File: src/rtl/mux_pkg.sv
// Shared definitions for the N-to-1 channel multiplexer/arbiter.
// Optional feature macro used by the design files: MUX_LOCK_EN.
package mux_pkg;

  // Selection modes
  typedef enum logic {
    MODE_FIXED = 1'b0,
    MODE_RR    = 1'b1
  } mux_mode_e;

  // Default configuration
  localparam int MUX_DEF_NUM_CH = 4;
  localparam int MUX_DEF_DATA_W = 8;

  // Upper bound on channel count handled by the rotating search
  localparam int MUX_MAX_CH = 32;
  localparam int MUX_IDX_W  = 5;

  // Result of a rotating search: whether anything was found, and where
  typedef struct packed {
    logic                 found;
    logic [MUX_IDX_W-1:0] idx;
  } rr_pick_t;

  // Rotating first-set search: starting at last+1 and wrapping modulo n,
  // return the first set bit of req. Bits at or above n are ignored.
  function automatic rr_pick_t rr_first_set(
    input logic [MUX_MAX_CH-1:0] req,
    input int unsigned           n,
    input logic [MUX_IDX_W-1:0]  last
  );
    rr_pick_t    res;
    int unsigned k;
    res.found = 1'b0;
    res.idx   = '0;
    for (int unsigned i = 1; i <= MUX_MAX_CH; i++) begin
      if (i <= n) begin
        k = 32'(last) + i;
        if (k >= n) begin
          k = k - n;
        end
        if (!res.found && req[k[MUX_IDX_W-1:0]]) begin
          res.found = 1'b1;
          res.idx   = k[MUX_IDX_W-1:0];
        end
      end
    end
    return res;
  endfunction

endpackage

File: src/rtl/rr_arb_nto1.sv
// Combinational round-robin arbiter: picks the first requesting channel
// after the previously granted one, wrapping at NUM_CH.
// NUM_CH must not exceed mux_pkg::MUX_MAX_CH.
module rr_arb_nto1
  import mux_pkg::*;
#(
  parameter int NUM_CH = MUX_DEF_NUM_CH,
  parameter int SEL_W  = $clog2(NUM_CH)
) (
  input  logic [NUM_CH-1:0] i_req,
  input  logic [SEL_W-1:0]  i_last_g,
  input  logic              i_en,
  output logic              o_grant_valid,
  output logic [SEL_W-1:0]  o_grant
);

  rr_pick_t w_pick;

  // Rotating priority search starting just after the last grant
  always_comb begin
    w_pick        = rr_first_set(MUX_MAX_CH'(i_req), NUM_CH, MUX_IDX_W'(i_last_g));
    o_grant_valid = i_en && w_pick.found;
    o_grant       = SEL_W'(w_pick.idx);
  end

endmodule

File: src/rtl/mux_arb_nto1.sv
// N-to-1 channel multiplexer with registered output and valid/ready
// handshakes. Fixed-select or round-robin channel choice.
// Optional feature macro: MUX_LOCK_EN (packet lock via in_last/out_last).
module mux_arb_nto1
  import mux_pkg::*;
#(
  parameter int NUM_CH = MUX_DEF_NUM_CH,
  parameter int DATA_W = MUX_DEF_DATA_W,
  parameter int SEL_W  = $clog2(NUM_CH)
) (
  input  logic                     clk,
  input  logic                     rst_n,
  input  logic [NUM_CH*DATA_W-1:0] in_data,
  input  logic [NUM_CH-1:0]        in_valid,
  output logic [NUM_CH-1:0]        in_ready,
`ifdef MUX_LOCK_EN
  input  logic [NUM_CH-1:0]        in_last,
  output logic                     out_last,
`endif
  input  logic                     mode,
  input  logic [SEL_W-1:0]         sel,
  output logic [DATA_W-1:0]        out_data,
  output logic                     out_valid,
  input  logic                     out_ready,
  output logic [SEL_W-1:0]         out_ch
);

  // Vectors are padded to the full index range so that a select index at
  // or above NUM_CH reads a defined zero rather than falling off the end.
  localparam int              PAD_CH   = 1 << SEL_W;
  localparam logic [SEL_W:0]  NUM_CH_W = (SEL_W+1)'(NUM_CH);

  logic [DATA_W-1:0] r_out_data;
  logic              r_out_valid;
  logic [SEL_W-1:0]  r_out_ch;
  logic [SEL_W-1:0]  r_last_g;
`ifdef MUX_LOCK_EN
  logic              r_out_last;
  logic              r_locked;
  logic [SEL_W-1:0]  r_lock_ch;
  logic [PAD_CH-1:0] w_last_pad;
`endif

  logic [PAD_CH-1:0] w_valid_pad;
  logic              w_load;
  logic              w_sel_ok;
  logic              w_fix_valid;
  logic              w_arb_en;
  logic              w_arb_valid;
  logic [SEL_W-1:0]  w_arb_grant;
  logic              w_grant_valid;
  logic [SEL_W-1:0]  w_grant;
  logic              w_xfer;
  logic [DATA_W-1:0] w_data;

  assign w_valid_pad = PAD_CH'(in_valid);
`ifdef MUX_LOCK_EN
  assign w_last_pad  = PAD_CH'(in_last);
`endif

  // The output register may accept a new word when empty or draining
  assign w_load = !r_out_valid || out_ready;

  // Fixed-mode grant only for an in-range, valid channel
  assign w_sel_ok    = {1'b0, sel} < NUM_CH_W;
  assign w_fix_valid = w_sel_ok && w_valid_pad[sel];

`ifdef MUX_LOCK_EN
  assign w_arb_en = (mode == MODE_RR) && !r_locked;
`else
  assign w_arb_en = (mode == MODE_RR);
`endif

  rr_arb_nto1 #(
    .NUM_CH (NUM_CH),
    .SEL_W  (SEL_W)
  ) u_rr_arb (
    .i_req         (in_valid),
    .i_last_g      (r_last_g),
    .i_en          (w_arb_en),
    .o_grant_valid (w_arb_valid),
    .o_grant       (w_arb_grant)
  );

  // Choose the granted channel for this cycle from the active mode
  always_comb begin
    w_grant_valid = 1'b0;
    w_grant       = '0;
    if (mode == MODE_FIXED) begin
      w_grant_valid = w_fix_valid;
      w_grant       = sel;
    end else begin
`ifdef MUX_LOCK_EN
      if (r_locked) begin
        w_grant_valid = w_valid_pad[r_lock_ch];
        w_grant       = r_lock_ch;
      end else begin
        w_grant_valid = w_arb_valid;
        w_grant       = w_arb_grant;
      end
`else
      w_grant_valid = w_arb_valid;
      w_grant       = w_arb_grant;
`endif
    end
  end

  // A transfer happens whenever the granted channel is offered ready
  assign w_xfer = rst_n && w_load && w_grant_valid;

  // Ready goes only to the granted channel; nothing is accepted in reset
  always_comb begin
    in_ready = '0;
    if (w_xfer) begin
      in_ready = NUM_CH'(1) << w_grant;
    end
  end

  // Pick the granted channel's data word
  always_comb begin
    w_data = '0;
    for (int k = 0; k < NUM_CH; k++) begin
      if (w_grant == SEL_W'(k)) begin
        w_data = in_data[k*DATA_W +: DATA_W];
      end
    end
  end

  // Output register, round-robin pointer and packet lock state
  always_ff @(posedge clk) begin
    if (!rst_n) begin
      r_out_valid <= 1'b0;
      r_out_data  <= '0;
      r_out_ch    <= '0;
      r_last_g    <= SEL_W'(NUM_CH - 1);
`ifdef MUX_LOCK_EN
      r_out_last  <= 1'b0;
      r_locked    <= 1'b0;
      r_lock_ch   <= '0;
`endif
    end else begin
      if (w_load) begin
        if (w_xfer) begin
          r_out_valid <= 1'b1;
          r_out_data  <= w_data;
          r_out_ch    <= w_grant;
          r_last_g    <= w_grant;
`ifdef MUX_LOCK_EN
          r_out_last  <= w_last_pad[w_grant];
`endif
        end else begin
          r_out_valid <= 1'b0;
        end
      end
`ifdef MUX_LOCK_EN
      if (mode == MODE_FIXED) begin
        r_locked <= 1'b0;
      end else if (w_xfer) begin
        r_locked  <= !w_last_pad[w_grant];
        r_lock_ch <= w_grant;
      end
`endif
    end
  end

  assign out_data  = r_out_data;
  assign out_valid = r_out_valid;
  assign out_ch    = r_out_ch;
`ifdef MUX_LOCK_EN
  assign out_last  = r_out_last;
`endif

endmodule

File: config.mk
export PLATFORM = sky130hd
export DESIGN_NAME = mux_arb_nto1
export DESIGN_NICKNAME = d
export VERILOG_FILES = /design/src/rtl/mux_pkg.sv /design/src/rtl/rr_arb_nto1.sv /design/src/rtl/mux_arb_nto1.sv
export SDC_FILE = /design/constraint.sdc
export NUM_CORES = 1
export LEC_CHECK = 0
export CAP_MARGIN = 20
export CELL_PAD_IN_SITES_DETAIL_PLACEMENT = 2
export CELL_PAD_IN_SITES_GLOBAL_PLACEMENT = 2
export CORE_MARGIN = 4
export CORE_UTILIZATION = 20
export DETAILED_ROUTE_END_ITERATION = 12
export GPL_TIMING_DRIVEN = 0
export PLACE_DENSITY_LB_ADDON = 0.1
export SETUP_SLACK_MARGIN = 0.3
export SLEW_MARGIN = 20
export SYNTH_ARGS = -nofsm -noshare
export SYNTH_HDL_FRONTEND = slang
export SYNTH_SLANG_ARGS = --single-unit
File: constraint.sdc
create_clock -name clk -period 3 [get_ports clk]
set_input_delay 0.45 -clock clk [delete_from_list [all_inputs] [get_ports clk]]
set_output_delay 0.45 -clock clk [all_outputs]
set_load 0.02 [all_outputs]
==> impl_metrics.json <==
{
  "nFillCells": 596,
  "synthToLayoutAreaGrowth_pct": 88.60,
  "reg2reg_to": "out_data[5]$_SDFFE_PN0P_",
  "period_share_pct": 103.0,
  "routed-wl-met2_mm": 2.481,
  "violations": "negative setup slack",
  "status": "complete, but fails checks",
  "numCtsBuffers": 3,
  "r2r_slack_ns": 0.24,
  "maxCapViolations": 0,
  "clock-root-buffer": "clkbuf_8",
  "power.density_nw_per_um2": 474.4,
  "die_y_microns": 83.91,
  "wirelength_mm": 4.566,
  "htree_levels": 1,
  "yosys_warnings": 0,
  "final-hold-violation-count": 0,
  "yosysTopAreaCell": "dfxtp_1",
  "initial_core_util_pct": 20.80,
  "crit_fanout": 5,
  "end_kind": "output port",
  "worstReg2RegStart": "r_last_g[1]$_SDFFE_PN1P_",
  "synth_cell_type_count": 42,
  "postRouteAntennaNets": 0,
  "wl_met3_microns": 177,
  "power_w": 0.001031,
  "worst_skew_pair.late_latency_ns": 0.25,
  "postCtsHoldBufs": 0,
  "yosys.area.top_type_share_pct": 22.58,
  "hold-path-cell-count": 2,
  "slew_headroom_pct": 58.86,
  "avgSynthCellArea_sq_um": 9.766,
  "drive_gt1_share_pct": 32.82,
  "worst_setup_path_start_kind": "register",
  "clockBufferDepth": 2,
  "synthFlopType": "dfxtp_1",
  "grtUsageTotal_pct": 12.95,
  "drcViolationCount": 0,
  "die_x_microns": 83.91,
  "p_leak_nw": 0.8397,
  "synth.ff_latch_count": 13,
  "nNetsFinal": 243,
  "synth_edf_count": 0,
  "max_freq_ghz": 0.3235,
  "dieArea_sq_um": 7040,
  "gp_congestion": 0.8195,
  "fin_crit_ns": 3.091,
  "skew_ns": 0.001153,
  "min-delay-start": "out_ch[1]$_SDFFE_PN0P_",
  "grt_max_degree": 11,
  "tightest_slew_ns": 0.6107,
  "mostFrequentLayoutCell": "clkdlybuf4s50_1",
  "hold_class": "reg -> reg",
  "grt_overflow": 0,
  "synth_area_sq_um": 1152,
  "clkTransAtPathRegs_ns": 0.06,
  "post-route-util_pct": 39.23,
  "antenna_found_initial": 0,
  "num_antenna_cells": 0,
  "first_pass_iters": 3,
  "rows": 27,
  "final-setup-viol-count": 4,
  "reg2reg_depth": 13,
  "slew_viol_final": 0,
  "crit_type": "reg -> out",
  "core_area_sq_um": 5540,
  "grt_pass1_wl_mm": 7.465,
  "yosys-top-cells-area": "dfxtp_1, mux2i_1, ha_1",
  "rsz0062_at_grt": "yes",
  "synth_fp_nets": 165,
  "ir_worst_vdd_mv": 0.1834,
  "viasPerCell": 4.704,
  "final_cell_mix": "clkdlybuf4s50_1, buf_4, mux2i_1",
  "synth_cells": 118,
  "top_layer": "met4",
  "ios": 57,
  "wl_per_cell_microns": 17.10,
  "arrival_ns": 2.64,
  "portBuffers": 56,
  "holdWs_ns": 0.4669,
  "required_ns": 2.55,
  "finalWorstSetupSlack_ns": -0.09106,
  "ys_seq_area_share_pct": 22.58,
  "detail_route.iter0.violations": 13,
  "min_to": "out_ch[1]$_SDFFE_PN0P_",
  "synthArstFlopShare_pct": 0,
  "vias": 1256,
  "grt_pass1_vias": 1459,
  "cts_tree": "yes",
  "met1Wirelength_mm": 1.830,
  "dp.final_hpwl_mm": 3.330,
  "cts.sinks": 13
}
-- how the worst max path moves through the flow --
stage                              to  cells after the start                      from  slack (ns)
final                     in_ready[1]                     11  r_last_g[1]$_SDFFE_PN1P_       -0.09
after global routing      in_ready[1]                     11  r_last_g[1]$_SDFFE_PN1P_       -0.24
after CTS                 in_ready[1]                     11  r_last_g[1]$_SDFFE_PN1P_        -0.1
after detailed placement  in_ready[0]                     11  r_last_g[1]$_SDFFE_PN1P_       -0.75
after global placement    in_ready[0]                     11  r_last_g[1]$_SDFFE_PN1P_       -0.73
after floorplan           in_ready[0]                     11  r_last_g[0]$_SDFFE_PN1P_        0.09
-- worst max-delay path, stage by stage, from the launching register on --
cell	delay, ns
dfxtp_4	0.37
clkinvlp_4	0.10
ha_4	0.27
buf_8	0.12
mux2i_4	0.27
o22ai_4	0.11
nor4b_4	0.34
a41oi_2	0.18
o21ai_4	0.11
or2b_4	0.31
nor2_4	0.09
buf_6	0.12
-- Yosys cell counts (3+ instances only) --
cell	n
nor2_1	7
ha_1	5
mux2i_1	21
nand2_1	6
nand3_1	11
dfxtp_1	13
o221ai_1	7
nand2b_1	3
a21oi_1	4
-- layer usage --
metal / vias to the layer above / track usage (%)
met4: 0 / 3.947
met3: 6 / 2.369
met1: 608 / 14.12
li1: 606 / -
met2: 36 / 24.95
met5: - / 0
-- state kept, by name, indices dropped and copies added, names as in the netlist --
name	flops
out_data	8
out_valid	1
out_ch	2
r_last_g	2
-- through the flow --
stage | cell area [sq um] | std cells | setup slack [ns] | TNS [ns]
5_1_grt | 2173 | 267 | -0.2447 | -0.8346
2_1_floorplan | 1222 | 118 | 0.08882 | 0
6_report | 2173 | 267 | -0.09106 | -0.2261
3_3_place_gp | 1873 | 246 | -0.7306 | -2.830
4_1_cts | 2029 | 259 | -0.09822 | -0.2865
3_5_place_dp | 1873 | 246 | -0.7517 | -2.914
-- cell type report --
cell class	count	area, sq um	share of cell area, %
tap	72	90.09	4.145
inverter	2	13.76	0.6333
buffer	7	83.83	3.857
timing repair buffer	73	720.7	33.16
multi-input combinational	96	952.2	43.81
sequential	13	267.8	12.32
clock buffer	4	45.04	2.073
-- cells by family after synthesis --
kind of cell,count (synthesis),share of synthesized area [%]
and+or+nand+nor,37,18.24
AOI/OAI and AO/OA,29,23.13
DFF,13,22.58
muxes,25,24.43
buffers and inverters,9,6.189
adders and majority gates,5,5.429
-- power breakdown --
part	total (W)	internal (W)	switching, W
Combinational	0.000639	0.000349	0.000289
Clock	0.000165	0.0000940	0.0000709
Sequential	0.000228	0.000207	0.0000208
Total	0.00103	0.000650	0.000381
-- what timing repair did --
action,4_1_cts,5_1_grt
endpoints found under the setup margin,16,14
gates cloned,0,1
pin swaps,7,10
gates resized for setup,34,15
setup buffers,9,7
(Power assumes the default switching activity.)
